`config.mk`:
```
export PLATFORM = sky130hd
export DESIGN_NAME = mac_result_collector_flat
export DESIGN_NICKNAME = d
export VERILOG_FILES = /design/src/rtl/mac_result_collector_pkg.sv /design/src/rtl/mac_result_collector_if.sv /design/src/rtl/mac_result_collector_result_fifo.sv /design/src/rtl/mac_result_collector.sv /design/src/flat_wrapper.sv
export SDC_FILE = /design/constraint.sdc
export NUM_CORES = 1
export LEC_CHECK = 0
export CELL_PAD_IN_SITES_DETAIL_PLACEMENT = 0
export CELL_PAD_IN_SITES_GLOBAL_PLACEMENT = 1
export CORE_AREA = 8 8 149 151
export DETAILED_ROUTE_END_ITERATION = 10
export DIE_AREA = 0 0 157 159
export HOLD_SLACK_MARGIN = 0.1
export PLACE_DENSITY = 0.67
export SYNTH_ARGS = -nofsm -noshare
export SYNTH_HDL_FRONTEND = slang
export SYNTH_HIERARCHICAL = 1
export SYNTH_SLANG_ARGS = --single-unit
```
`constraint.sdc`:
```
create_clock -name clk -period 5.6 [get_ports clk]
set_input_delay 1.12 -clock clk [delete_from_list [all_inputs] [get_ports clk]]
set_output_delay 1.12 -clock clk [all_outputs]
set_load 0.005 [all_outputs]
```
`src/rtl/mac_result_collector_pkg.sv`:
```
// Shared definitions for the MAC result collector: default widths, MAC mode codes
// and the collector state encoding.
package mac_result_collector_pkg;

    localparam int SUM_W_DEF = 20;
    localparam int OUT_W_DEF = 32;
    localparam int DEPTH_DEF = 4;
    localparam int TAG_W_DEF = 8;

    localparam logic [1:0] MODE_2X2 = 2'd0;
    localparam logic [1:0] MODE_4X4 = 2'd1;
    localparam logic [1:0] MODE_8X8 = 2'd2;

    typedef enum logic [1:0] {
        S_IDLE  = 2'd0,
        S_RECV  = 2'd1,
        S_DRAIN = 2'd2
    } coll_state_t;

endpackage

```
`src/rtl/mac_result_collector_if.sv`:
```
// Engine-side result handshake and downstream result port of the collector.
// The collector uses the slave view; the engine/consumer side uses master.
interface mac_result_collector_if
    import mac_result_collector_pkg::*;
#(
    parameter int SUM_W = SUM_W_DEF,
    parameter int OUT_W = OUT_W_DEF,
    parameter int TAG_W = TAG_W_DEF
);
    logic             mac_valid;
    logic [SUM_W-1:0] mac_sum;
    logic             mac_ready;
    logic             out_valid;
    logic [OUT_W-1:0] out_data;
    logic [TAG_W-1:0] out_tag;
    logic             out_ready;

    modport slave (
        input  mac_valid, mac_sum, out_ready,
        output mac_ready, out_valid, out_data, out_tag
    );

    modport master (
        output mac_valid, mac_sum, out_ready,
        input  mac_ready, out_valid, out_data, out_tag
    );
endinterface

```
`src/rtl/mac_result_collector_result_fifo.sv`:
```
// Synchronous first-word-fall-through FIFO; rdata always shows the head entry.
// Storage is cleared on reset so an empty FIFO presents zeros.
module result_fifo
    import mac_result_collector_pkg::*;
#(
    parameter int WIDTH = OUT_W_DEF + TAG_W_DEF,
    parameter int DEPTH = DEPTH_DEF
) (
    input  logic                     clk,
    input  logic                     nrst,
    input  logic                     push,
    input  logic                     pop,
    input  logic [WIDTH-1:0]         wdata,
    output logic [WIDTH-1:0]         rdata,
    output logic [$clog2(DEPTH):0]   level,
    output logic                     full,
    output logic                     empty
);
    localparam int AW = $clog2(DEPTH);

    logic [WIDTH-1:0] mem [DEPTH];
    logic [AW-1:0]    wr_ptr;
    logic [AW-1:0]    rd_ptr;
    logic [AW:0]      cnt;
    logic             do_push;
    logic             do_pop;

    assign full    = (cnt == (AW+1)'(DEPTH));
    assign empty   = (cnt == '0);
    assign do_push = push && !full;
    assign do_pop  = pop && !empty;
    assign rdata   = mem[rd_ptr];
    assign level   = cnt;

    always_ff @(posedge clk) begin
        if (!nrst) begin
            wr_ptr <= '0;
            rd_ptr <= '0;
            cnt    <= '0;
            for (int i = 0; i < DEPTH; i++) mem[i] <= '0;
        end else begin
            if (do_push) begin
                mem[wr_ptr] <= wdata;
                wr_ptr      <= wr_ptr + AW'(1);
            end
            if (do_pop) rd_ptr <= rd_ptr + AW'(1);
            // Push and pop together leave the count unchanged.
            case ({do_push, do_pop})
                2'b10:   cnt <= cnt + (AW+1)'(1);
                2'b01:   cnt <= cnt - (AW+1)'(1);
                default: cnt <= cnt;
            endcase
        end
    end

endmodule

```
`src/rtl/mac_result_collector.sv`:
```
// Receives MAC engine sums over valid/ready, extends and tags them, and queues
// them in an FWFT FIFO for a downstream valid/ready consumer.
module mac_result_collector
    import mac_result_collector_pkg::*;
#(
    parameter int SUM_W = SUM_W_DEF,
    parameter int OUT_W = OUT_W_DEF,
    parameter int DEPTH = DEPTH_DEF,
    parameter int TAG_W = TAG_W_DEF
) (
    input  logic                   clk,
    input  logic                   nrst,
    input  logic                   en,
    input  logic                   signed_res,
    mac_result_collector_if.slave  bus,
    output logic [$clog2(DEPTH):0] level,
    output logic                   busy
);
    coll_state_t            state;
    coll_state_t            state_nxt;
    logic [TAG_W-1:0]       seq;
    logic                   mac_ready_c;
    logic                   push;
    logic                   pop;
    logic                   full;
    logic                   empty;
    logic [OUT_W+TAG_W-1:0] head;

    function automatic logic [OUT_W-1:0] extend(input logic [SUM_W-1:0] sum, input logic sgn);
        logic signed [SUM_W-1:0] s_sum;
        logic [OUT_W-1:0]        r;
        s_sum = $signed(sum);
        r     = sgn ? OUT_W'(s_sum) : OUT_W'(sum);
        return r;
    endfunction

    always_ff @(posedge clk) begin
        if (!nrst) state <= S_IDLE;
        else       state <= state_nxt;
    end

    always_comb begin
        state_nxt = state;
        case (state)
            S_IDLE:  if (en) state_nxt = S_RECV;
            S_RECV:  if (!en) state_nxt = S_DRAIN;
            S_DRAIN: begin
                if (en)         state_nxt = S_RECV;
                else if (empty) state_nxt = S_IDLE;
            end
            default: state_nxt = S_IDLE;
        endcase
    end

    // Ready depends on registered state only, never on mac_valid.
    always_comb begin
        mac_ready_c = (state == S_RECV) && !full;
        busy        = (state != S_IDLE);
    end

    assign push = bus.mac_valid && mac_ready_c;
    assign pop  = bus.out_ready && !empty;

    // The engine's sum is a live wire, so it is captured on the handshake edge itself.
    always_ff @(posedge clk) begin
        if (!nrst)     seq <= '0;
        else if (push) seq <= seq + TAG_W'(1);
    end

    result_fifo #(
        .WIDTH (OUT_W + TAG_W),
        .DEPTH (DEPTH)
    ) u_fifo (
        .clk   (clk),
        .nrst  (nrst),
        .push  (push),
        .pop   (pop),
        .wdata ({extend(bus.mac_sum, signed_res), seq}),
        .rdata (head),
        .level (level),
        .full  (full),
        .empty (empty)
    );

    assign bus.mac_ready = mac_ready_c;
    assign bus.out_valid = !empty;
    assign bus.out_data  = head[OUT_W+TAG_W-1:TAG_W];
    assign bus.out_tag   = head[TAG_W-1:0];

endmodule

```
`src/flat_wrapper.sv`:
```
// flat-port wrapper written by rule: the top's interface ports become plain ports
module mac_result_collector_flat import mac_result_collector_pkg::*;
#(
    parameter int SUM_W = SUM_W_DEF,
    parameter int OUT_W = OUT_W_DEF,
    parameter int DEPTH = DEPTH_DEF,
    parameter int TAG_W = TAG_W_DEF
)
  (clk, nrst, en, signed_res, level, busy, bus_mac_valid, bus_mac_sum, bus_out_ready, bus_mac_ready, bus_out_valid, bus_out_data, bus_out_tag);
  mac_result_collector_if #(.SUM_W(SUM_W), .OUT_W(OUT_W), .TAG_W(TAG_W)) bus_i ();
  input  logic clk;
  input  logic nrst;
  input  logic en;
  input  logic signed_res;
  output logic [$clog2(DEPTH):0] level;
  output logic busy;
  input wire logic [$bits(bus_i.mac_valid)-1:0] bus_mac_valid;
  input wire logic [$bits(bus_i.mac_sum)-1:0] bus_mac_sum;
  input wire logic [$bits(bus_i.out_ready)-1:0] bus_out_ready;
  output wire logic [$bits(bus_i.mac_ready)-1:0] bus_mac_ready;
  output wire logic [$bits(bus_i.out_valid)-1:0] bus_out_valid;
  output wire logic [$bits(bus_i.out_data)-1:0] bus_out_data;
  output wire logic [$bits(bus_i.out_tag)-1:0] bus_out_tag;
  assign bus_i.mac_valid = bus_mac_valid;
  assign bus_i.mac_sum = bus_mac_sum;
  assign bus_i.out_ready = bus_out_ready;
  assign bus_mac_ready = bus_i.mac_ready;
  assign bus_out_valid = bus_i.out_valid;
  assign bus_out_data = bus_i.out_data;
  assign bus_out_tag = bus_i.out_tag;
  mac_result_collector #(.SUM_W(SUM_W), .OUT_W(OUT_W), .DEPTH(DEPTH), .TAG_W(TAG_W)) u_core (.clk(clk), .nrst(nrst), .en(en), .signed_res(signed_res), .bus(bus_i), .level(level), .busy(busy));
endmodule
```
==> metrics.txt, run 1 <==
status=complete, no violations; worst-path fanout max=40; Initial Util=about two fifths; number of synthesized flops with an enable pin=160; Fill cells=1,687; CP Launch Type=flip-flop; Comb power frac=under 10%; pre-CTS setup slack=1.75 ns; CTS tree=done; WP data arrival=roughly 2.5 ns; Vias=roughly 4,200; area of the die=around 25,000 µm²; setup bufs post-CTS=0; Async SR Flop Fraction=0%; post-DP HPWL=9310 µm; Routed WL=between 15,000 and 20,000 µm; hold buffer count at CTS=0; total core area=19,800 µm²; Nets=roughly 600; Design Power=approximately 0.0030 W; Post-Synth XOR/XNOR Area=0.336%; io pins=72; minimum clock period=3.60 ns; vias in the first global route=between 4,000 and 5,000; synth top area cells=edfxtp_1, and2_1, mux4_2; Skew-Pair Late Insertion Delay=about 0.43 ns; max-slew violation count=0; max incr delay on CP=about 0.91 ns; met1 usage=16.3%; gr usage total=a little over an eighth; crit path kind=reg -> out; Post-Syn Nets=between 500 and 600; Static Leak=around 3.3 nW; First-pass DRT Iterations=4; sw power=between 0.0005 and 0.0006 W; synth cell count leaders=and2_1, edfxtp_1, mux4_2; crit share post-route=between 60 and 70%; Int Pwr=0.00237 W; Worst-Margin Slew=1.22 ns; Synth Area in Adders=less than 1%; clock skew=slightly above 0.008 ns; setup_tns=0 ns; simple-gate portion of the synthesized area=between 10% and 20%; largest net degree at the start of global routing=a little under 50; worst path bufs/invs=1; warning count from the yosys run=6; syn_area_per_cell=approximately 16 µm²; routability-driven placement congestion ratio=0.710; sw frac=approximately a fifth; Num CTS Buffers=17; Cells after Synth=a little under 500; setup violators final=0; total power per unit cell area=311 nW/µm²; most frequent cell after synthesis=and2_1; HP Class=reg -> reg; CP max-delay cell=dfxtp_4; input/output buffers=approximately 70; grt peak-use layer=met2; Worst EP required=4.48 ns; area grow syn2layout=21.7%; GRT overflow=0; Clock Tree Root=clkbuf_16; initial antenna violation count=0; share of the synthesized area in the top cell type=between 60% and 70%; multiplexer share of the synthesized area=between 10% and 20%; Netlist Area Pre-Place=between 7000 and 8000 µm²; DRC viols=0; CTS Buffer Depth=2; worst slack on hold paths=about 0.50 ns; CP delay by family, top=flip-flops; post_cts resized=0; clock network fraction of design power=between 40% and 50%; std cell rows=between 50 and 60; largest family of logic cells by synthesized area=simple AND/OR/NAND/NOR gates; post-synthesis compound-gate area fraction=roughly 1.6%; crit-path cells=mux4_2 -> clkdlybuf4s50_1; Final Util=47.9%; clock-pin slew on the worst setup and hold paths=around 0.070 ns; sequential share of power=around 51%; die height=159 µm; Synth cell types=36; area leader, netlist=edfxtp_1; initial DRC count=190; Most used DFF post-synth=edfxtp_1; sequential share of the synthesized area=about 66%; wire per inst=~19 µm; # H-tree levels=4; via density per instance=approximately 5.0; met3 Usage GRT=2.90%; antenna-violating nets left=0; unrepaired setup endpoints after global routing=no; first-pass GRT wire length=~25,000 µm; Fin. Hold Viols=0; peak supply drop=approximately 0.21 mV; Antenna Cells=0; Yosys reg bits=179; fmax=278 MHz; Clock Sinks=179; met2 usage=23.0%; Critical Path Sink Type=primary output; Slew HR=about a fifth; setup ws final=2.00 ns; layout cells sized above 1=roughly 17%; Max Cap Viol=0; die width=roughly 160 µm
==> final cells by class <==
type | instances | area (µm²) | area share [%]
Inverter | 9 | 33.8 | 0.355
Multi-Input combinational cell | 278 | 2510 | 26.4
Clock inverter | 14 | 211 | 2.22
Tap cell | 270 | 338 | 3.55
Sequential cell | 179 | 5190 | 54.6
Clock buffer | 17 | 425 | 4.47
Timing Repair Buffer | 83 | 801 | 8.42
==> kinds of logic (layout without fill, tap and decap cells) <==
family | Yosys count | after routing
xor+xnor | 3 | 3
fa+ha+maj | 3 | 3
flops | 179 | 179
mux | 44 | 44
buf+inv | 36 | 123
simple gates | 206 | 206
compound gates | 22 | 22
==> worst register-to-register path, cell delays in order (launching register included) <==
cell and delay, ns:
dfxtp_1 0.40, or3b_4 0.43, inv_2 0.19, nand4bb_4 0.29
inv_1 0.14, nand2_1 0.19, ha_1 0.24, inv_1 0.07
fa_1 0.37, xor2_1 0.16, or3_1 0.32, a21boi_0 0.18
==> registers in the layout (all words and copies together), names as in the netlist, named ones only <==
name / flops
u_core/state: 2
u_core/u_fifo/wr_ptr: 2
u_core/u_fifo/rd_ptr: 2
u_core/seq: 8
u_core/u_fifo/mem: 160
u_core/u_fifo/level: 3
==> power by group through the flow <==
stage | clock [W] | sequential, W | combinational (W)
global route | 0.00136 | 0.00152 | 0.000170
floorplan | 0 | 0.00154 | 0.0000710
finish | 0.00128 | 0.00152 | 0.000157
global placement | 0 | 0.00155 | 0.000157
CTS | 0.00130 | 0.00152 | 0.000161
detailed placement | 0 | 0.00155 | 0.000160
==> path summary, 6_finish.rpt <==
check             slack (ns)  depth (start not counted)               startpoint                     end
hold reg to reg         0.50                          2  u_core/u_fifo/rd_ptr[0]               flip-flop
setup reg to reg        2.54                         11   u_core/u_fifo/level[2]  u_core/u_fifo/level[2]
setup / recovery        2.00                          2                flip-flop          bus_out_tag[7]
hold / removal          0.50                          2  u_core/u_fifo/rd_ptr[0]               flip-flop
==> per-stage QoR <==
stage	area, µm²	cells
2_1_floorplan	7820	493
3_3_place_gp	8880	819
3_5_place_dp	8880	819
4_1_cts	9510	850
5_1_grt	9510	850
6_report	9510	850
==> routing by layer <==
layer,routed length (µm),vias to the layer above
met5,0,-
met4,249,0
li1,-,1962
met3,606,18
met2,8190,78
met1,6880,2151
==> layout by cell type, fill, tap and decap left out, types with 2 or more instances in the layout <==
cell             netlist  layout
o21ai_0               11       8
bufinv_16              0       5
mux2i_1                4       4
nor3_1                 2       2
xor2_1                 2       2
a21oi_1                6       6
inv_1                  8       8
clkdlybuf4s50_1        0      71
clkinvlp_4             0       4
mux4_2                40      40
or3_1                  5       5
nor4b_4                2       2
nor2b_1                2       2
edfxtp_1             160     160
buf_4                  0      12
nand2b_1               4       3
a21boi_0               2       2
and2_1               164     164
nand3_1                4       4
clkbuf_16              0      17
o21ai_4                0       3
or4_1                  2       2
o31ai_1                2       2
nor2_1                 3       3
ha_1                   2       2
clkinv_2               0       2
dfxtp_1               19      17
nand2_1               10      10
Power figures use the tool's default switching activity.
==> inputs of run 2 (changes only) <==
==> constraint.sdc (replaced) <==
create_clock -name clk -period 3.4 [get_ports clk]
set_input_delay 0.68 -clock clk [delete_from_list [all_inputs] [get_ports clk]]
set_output_delay 0.68 -clock clk [all_outputs]
set_load 0.005 [all_outputs]
==> metrics.txt, run 2 (synthesis gave the netlist of run 1 again) <==
peak supply drop=0.366 mV (+75%); total power per unit cell area=503 nW/µm² (+62%); die height=159 µm (unchanged); largest net degree at the start of global routing=49 (unchanged); Clock Tree Root=clkbuf_16; sw power=0.00102 W (+74%); Critical Path Sink Type=primary output; layout cells sized above 1=17.6% (+1.0 points); worst hold path startpoint=u_core/u_fifo/rd_ptr[0]; Initial Util=39.4% (unchanged); HP Class=reg -> reg; area of the die=25,000 µm² (unchanged); largest reg by FF count=u_core/u_fifo/mem; io pins=72 (unchanged); clock skew=0.00605 ns (-0.00227 ns); Area after DPL=8960 µm² (+0.99%); antenna-violating nets left=0 (unchanged); Clock Sinks=179 (unchanged); Design Power=0.00482 W (+63%); initial DRC count=242 (+27%); Routed WL=16,100 µm (+1.4%); input/output buffers=71 (unchanged); fmax=about 320 MHz; most frequent cells in the layout=and2_1, edfxtp_1, clkdlybuf4s50_1; Slew HR=67.4% (+49 points); sequential share of power=51.8% (+0.4 points); Finished Layout Cells=856 (+0.71%); Fill cells=1,694 (+0.41%); clock network fraction of design power=42.5% (-0.8 points); Int Pwr=0.00380 W (+60%); First-pass DRT Iterations=4 (unchanged); max reg flops=160 (unchanged); CP Launch Type=flip-flop; wire per inst=18.9 µm (+0.68%); Hold Path Stages=2 (unchanged); gr usage total=13.6% (+0.17 points); CP max-delay cell=dfxtp_4; CTS Buffer Depth=2 (unchanged); unrepaired setup endpoints after global routing=no; hold buffer count at CTS=0 (unchanged); max-slew violation count=0 (unchanged); max incr delay on CP=0.62 ns (-0.29 ns); Max Cap Viol=0 (unchanged); initial antenna violation count=0 (unchanged); crit-path cells=buf_4 -> mux4_2 -> clkdlybuf4s50_1; worst r2r path cells=11 (unchanged); post-DP HPWL=9200 µm (-1.2%); sw frac=21.2% (+1.4 points); post_cts resized=0 (unchanged); Fin. Hold Viols=0 (unchanged); clock-pin slew on the worst setup and hold paths=0.07 ns (about the same); WP data arrival=2.41 ns (-0.07 ns); Placed Cells=824 (+0.61%); worst path bufs/invs=2 (+1); commonest non-fill, non-tap cell in the layout=and2_1; Skew-Pair Late Insertion Delay=0.42 ns (about the same); Worst EP required=2.72 ns (-1.76 ns); crit path kind=reg -> out; R2R setup slack=0.46 ns (-2.08 ns); total core area=19,800 µm² (unchanged); worst-path fanout max=20 (-50%); routability-driven placement congestion ratio=0.710 (about the same); status=complete, no violations; Worst-Margin Slew=0.490 ns (-0.729 ns); worst reg2reg path endpoint=u_core/u_fifo/level[2]; die width=157 µm (unchanged); CP delay by family, top=buffers and inverters; crit share post-route=about nine tenths; Nets=602 (+0.84%); Static Leak=3.37 nW (+1.4%); Design Area, Final=9590 µm² (+0.76%); vias in the first global route=4,561 (-1.3%); setup bufs post-CTS=0 (unchanged); RR Startpoint=u_core/u_fifo/level[2]; Vias=4,238 (+0.69%); setup violators final=0 (unchanged); std cell rows=52 (unchanged); DRC viols=0 (unchanged); area grow syn2layout=22.6%; via density per instance=4.95 (about the same); Num CTS Buffers=17 (unchanged); Comb power frac=5.7% (+0.4 points); GRT overflow=0 (unchanged); CTS tree=done; first-pass GRT wire length=25,800 µm (+1.4%); Antenna Cells=0 (unchanged); setup_tns=0 ns (unchanged); minimum clock period=3.09 ns; # H-tree levels=4 (unchanged)
==> run 2: cell count changes in the layout (fill, tap and decap cells not counted), sizes merged <==
cell / delta
bufinv: -2
buf: +5
clkinvlp: -3
inv: +6
==> run 2: through the flow <==
stage          utilization (%)  worst slack (ns)  hold slack (ns)
3_5_place_dp              45.2             0.349            0.481
6_report                  48.3             0.312            0.496
3_3_place_gp              45.2             0.427            0.477
4_1_cts                   48.3             0.252            0.492
2_1_floorplan                -            -0.180            0.461
5_1_grt                   48.3             0.161            0.530
==> run 2: final cells by class <==
type / count / area [µm²] / area share (%)
multi-input combinational: 278 / 2510 / 26.2
sequential: 179 / 5190 / 54.1
tap: 270 / 338 / 3.52
clock inverter: 15 / 196 / 2.05
inverter: 9 / 33.8 / 0.352
clock buffer: 17 / 425 / 4.44
timing repair buffer: 88 / 888 / 9.27
==> run 2: layer usage <==
layer | up-vias | track usage [%] | share of wire [%]
li1 | 1973 | - | -
met5 | - | 0 | 0
met1 | 2178 | 17.1 | 43
met2 | 76 | 22.8 | 51
met4 | 0 | 3.45 | 0.97
met3 | 11 | 3.77 | 4.6
==> run 2: how the worst max path moves through the flow <==
| stage | from | to | slack (ns) | depth (start not counted) |
|---|---|---|---|---|
| finish | flip-flop | bus_out_data[5] | 0.31 | 3 |
| CTS | flip-flop | bus_out_data[5] | 0.25 | 3 |
| floorplan | u_core/u_fifo/level[2] | u_core/u_fifo/mem[3][0] | -0.18 | 7 |
| global route | flip-flop | bus_out_data[5] | 0.16 | 3 |
| global placement | bus_mac_valid | u_core/u_fifo/level[2] | 0.43 | 10 |
| detailed placement | bus_mac_valid | u_core/u_fifo/level[2] | 0.35 | 10 |
==> run 2: power groups by stage <==
stage | clock network [W] | logic, W | registers, W
final | 0.00205 | 0.000274 | 0.00250
after global placement | 0 | 0.000280 | 0.00254
after detailed placement | 0 | 0.000281 | 0.00255
after floorplan | 0 | 0.000118 | 0.00254
after global routing | 0.00217 | 0.000298 | 0.00251
after CTS | 0.00209 | 0.000282 | 0.00250
==> run 2: tightest hold or removal path: cells and delay by family, from the launching register on <==
kind,cells,cell delay (ns)
compound gates,1,0.06
simple gates,1,0.07
flops,1,0.33
==> inputs of run 3 (changes only) <==
--- a/config.mk
+++ b/config.mk
@@ -7,11 +7,12 @@
 export LEC_CHECK = 0
 export CELL_PAD_IN_SITES_DETAIL_PLACEMENT = 0
 export CELL_PAD_IN_SITES_GLOBAL_PLACEMENT = 1
-export CORE_AREA = 8 8 149 151
+export CORE_AREA = 8 8 133 135
+export CTS_BUF_LIST = sky130_fd_sc_hd__clkbuf_4
 export DETAILED_ROUTE_END_ITERATION = 10
-export DIE_AREA = 0 0 157 159
+export DIE_AREA = 0 0 141 143
 export HOLD_SLACK_MARGIN = 0.1
-export PLACE_DENSITY = 0.67
+export PLACE_DENSITY = 0.82
 export SYNTH_ARGS = -nofsm -noshare
 export SYNTH_HDL_FRONTEND = slang
 export SYNTH_HIERARCHICAL = 1
==> metrics.txt, run 3 (synthesis gave the netlist of run 1 again) <==
status=complete, no violations; routability-driven placement congestion ratio=0.688 (-3.1%); CTS Buffer Depth=2 (unchanged); max incr delay on CP=0.58 ns (-0.04 ns); worst slack on hold paths=0.525 ns (+0.0292 ns); setup_tns=0 ns (unchanged); crit-path cells=buf_4 -> mux4_2 -> clkdlybuf4s50_1; worst hold path startpoint=u_core/u_fifo/wr_ptr[0]; die width=141 µm (-10%); worst path bufs/invs=2 (unchanged); HP Class=reg -> reg; Nets=598 (-0.66%); clock skew=0.0138 ns (+0.00779 ns); Design Power=0.00389 W (-19%); GRT overflow=0 (unchanged); largest reg by FF count=u_core/u_fifo/mem; max reg flops=160 (unchanged); Worst EP required=2.72 ns (about the same); minimum clock period=3.07 ns (-0.0172 ns); Design Area, Final=9160 µm² (-4.5%); crit path kind=reg -> out; antenna-violating nets left=0 (unchanged); Routed WL=14,900 µm (-7.5%); pre-CTS setup slack=0.316 ns (-0.0328 ns); grt peak-use layer=met2; largest net degree at the start of global routing=49 (unchanged); DRC viols=0 (unchanged); std cell rows=46 (-12%); total power per unit cell area=425 nW/µm² (-16%); vias in the first global route=4,541 (-0.44%); CP Launch Type=flip-flop; First-pass DRT Iterations=4 (unchanged); total core area=15,600 µm² (-21%); Antenna Cells=0 (unchanged); setup ws final=0.329 ns (+0.0172 ns); RR Startpoint=u_core/u_fifo/level[2]; layout cells sized above 1=16.5% (-1.1 points); commonest non-fill, non-tap cell in the layout=and2_1; max-slew violation count=0 (unchanged); wire per inst=18.7 µm (-0.76%); CP max-delay cell=mux4_2; unrepaired setup endpoints after global routing=no; first-pass GRT wire length=24,200 µm (-6.0%); Num CTS Buffers=17 (unchanged); fmax=326 MHz (+0.56%); # H-tree levels=4 (unchanged); gr usage total=15.8% (+2.2 points); hold buffer count at CTS=0 (unchanged); Critical Path Sink Type=primary output; Fin. Hold Viols=0 (unchanged); CP delay by family, top=buffers and inverters; initial DRC count=304 (+26%); post-DP HPWL=8510 µm (-7.4%); crit share post-route=90.3% (-0.51 points); met1 usage=18.4% (+1.3 points); Vias=4,200 (-0.90%); WP data arrival=2.39 ns (-0.02 ns); met3 Usage GRT=3.61% (-0.17 points); peak supply drop=0.205 mV (-44%); met2 usage=28.4% (+5.6 points); Max Cap Viol=0 (unchanged); die height=143 µm (-10%); input/output buffers=71 (unchanged); Slew HR=23.0% (-44 points); CTS tree=done; setup bufs post-CTS=0 (unchanged); clock-pin slew on the worst setup and hold paths=0.13 ns (+0.06 ns); Worst-Margin Slew=1.15 ns (+0.665 ns); Static Leak=3.20 nW (-5.1%); Skew-Pair Late Insertion Delay=0.54 ns (+0.12 ns); Clock Sinks=179 (unchanged); setup violators final=0 (unchanged); initial antenna violation count=0 (unchanged); Area after DPL=8890 µm² (-0.81%); area grow syn2layout=17.1%; most frequent cells in the layout=and2_1, edfxtp_1, clkdlybuf4s50_1; post_cts resized=0 (unchanged); Initial Util=50.1% (+11 points); via density per instance=5.26 (+6.3%); Clock Tree Root=clkbuf_4; worst-path fanout max=12 (-40%); io pins=72 (unchanged); area of the die=20,200 µm² (-19%)
run 3: tightest hold or removal path: stages (launching register included):
cell,delay [ns]
dfxtp_1,0.37
nand2_1,0.07
mux2i_1,0.06
run 3: final timing paths:
path         depth (start not counted)                       to  slack [ns]
max                                  3           bus_out_tag[7]        0.33
min                                  2  u_core/u_fifo/wr_ptr[0]        0.53
max reg2reg                         11   u_core/u_fifo/level[2]        0.37
min reg2reg                          2  u_core/u_fifo/wr_ptr[0]        0.53
run 3: through the flow:
step,std cells,utilization [%]
after floorplan,493,-
after global placement,766,57.0
after detailed placement,766,57.0
after CTS,798,58.7
after global routing,798,58.7
final,798,58.7
run 3: cell type report:
cell class	count	area (µm²)
repair buffers	84	883
clock inverters	15	138
clock buffers	17	128
multi-input cells	278	2510
inverters	9	33.8
fillers	1181	6440
flip-flops and latches	179	5190
well taps	216	270
run 3: metal layers:
layer / vias to the layer above / wire (µm) / part of all wire (%)
li1: 1965 / - / -
met2: 73 / 8060 / 54
met1: 2144 / 6050 / 40
met3: 18 / 636 / 4.3
met4: 0 / 191 / 1.3
met5: - / 0 / 0
run 3: power breakdown:
part           internal [W]  leakage, nW  total [W]  switching [W]
clock              0.000429        0.145    0.00113       0.000697
combinational      0.000142         1.25   0.000268       0.000126
sequential          0.00247         1.81    0.00249      0.0000249
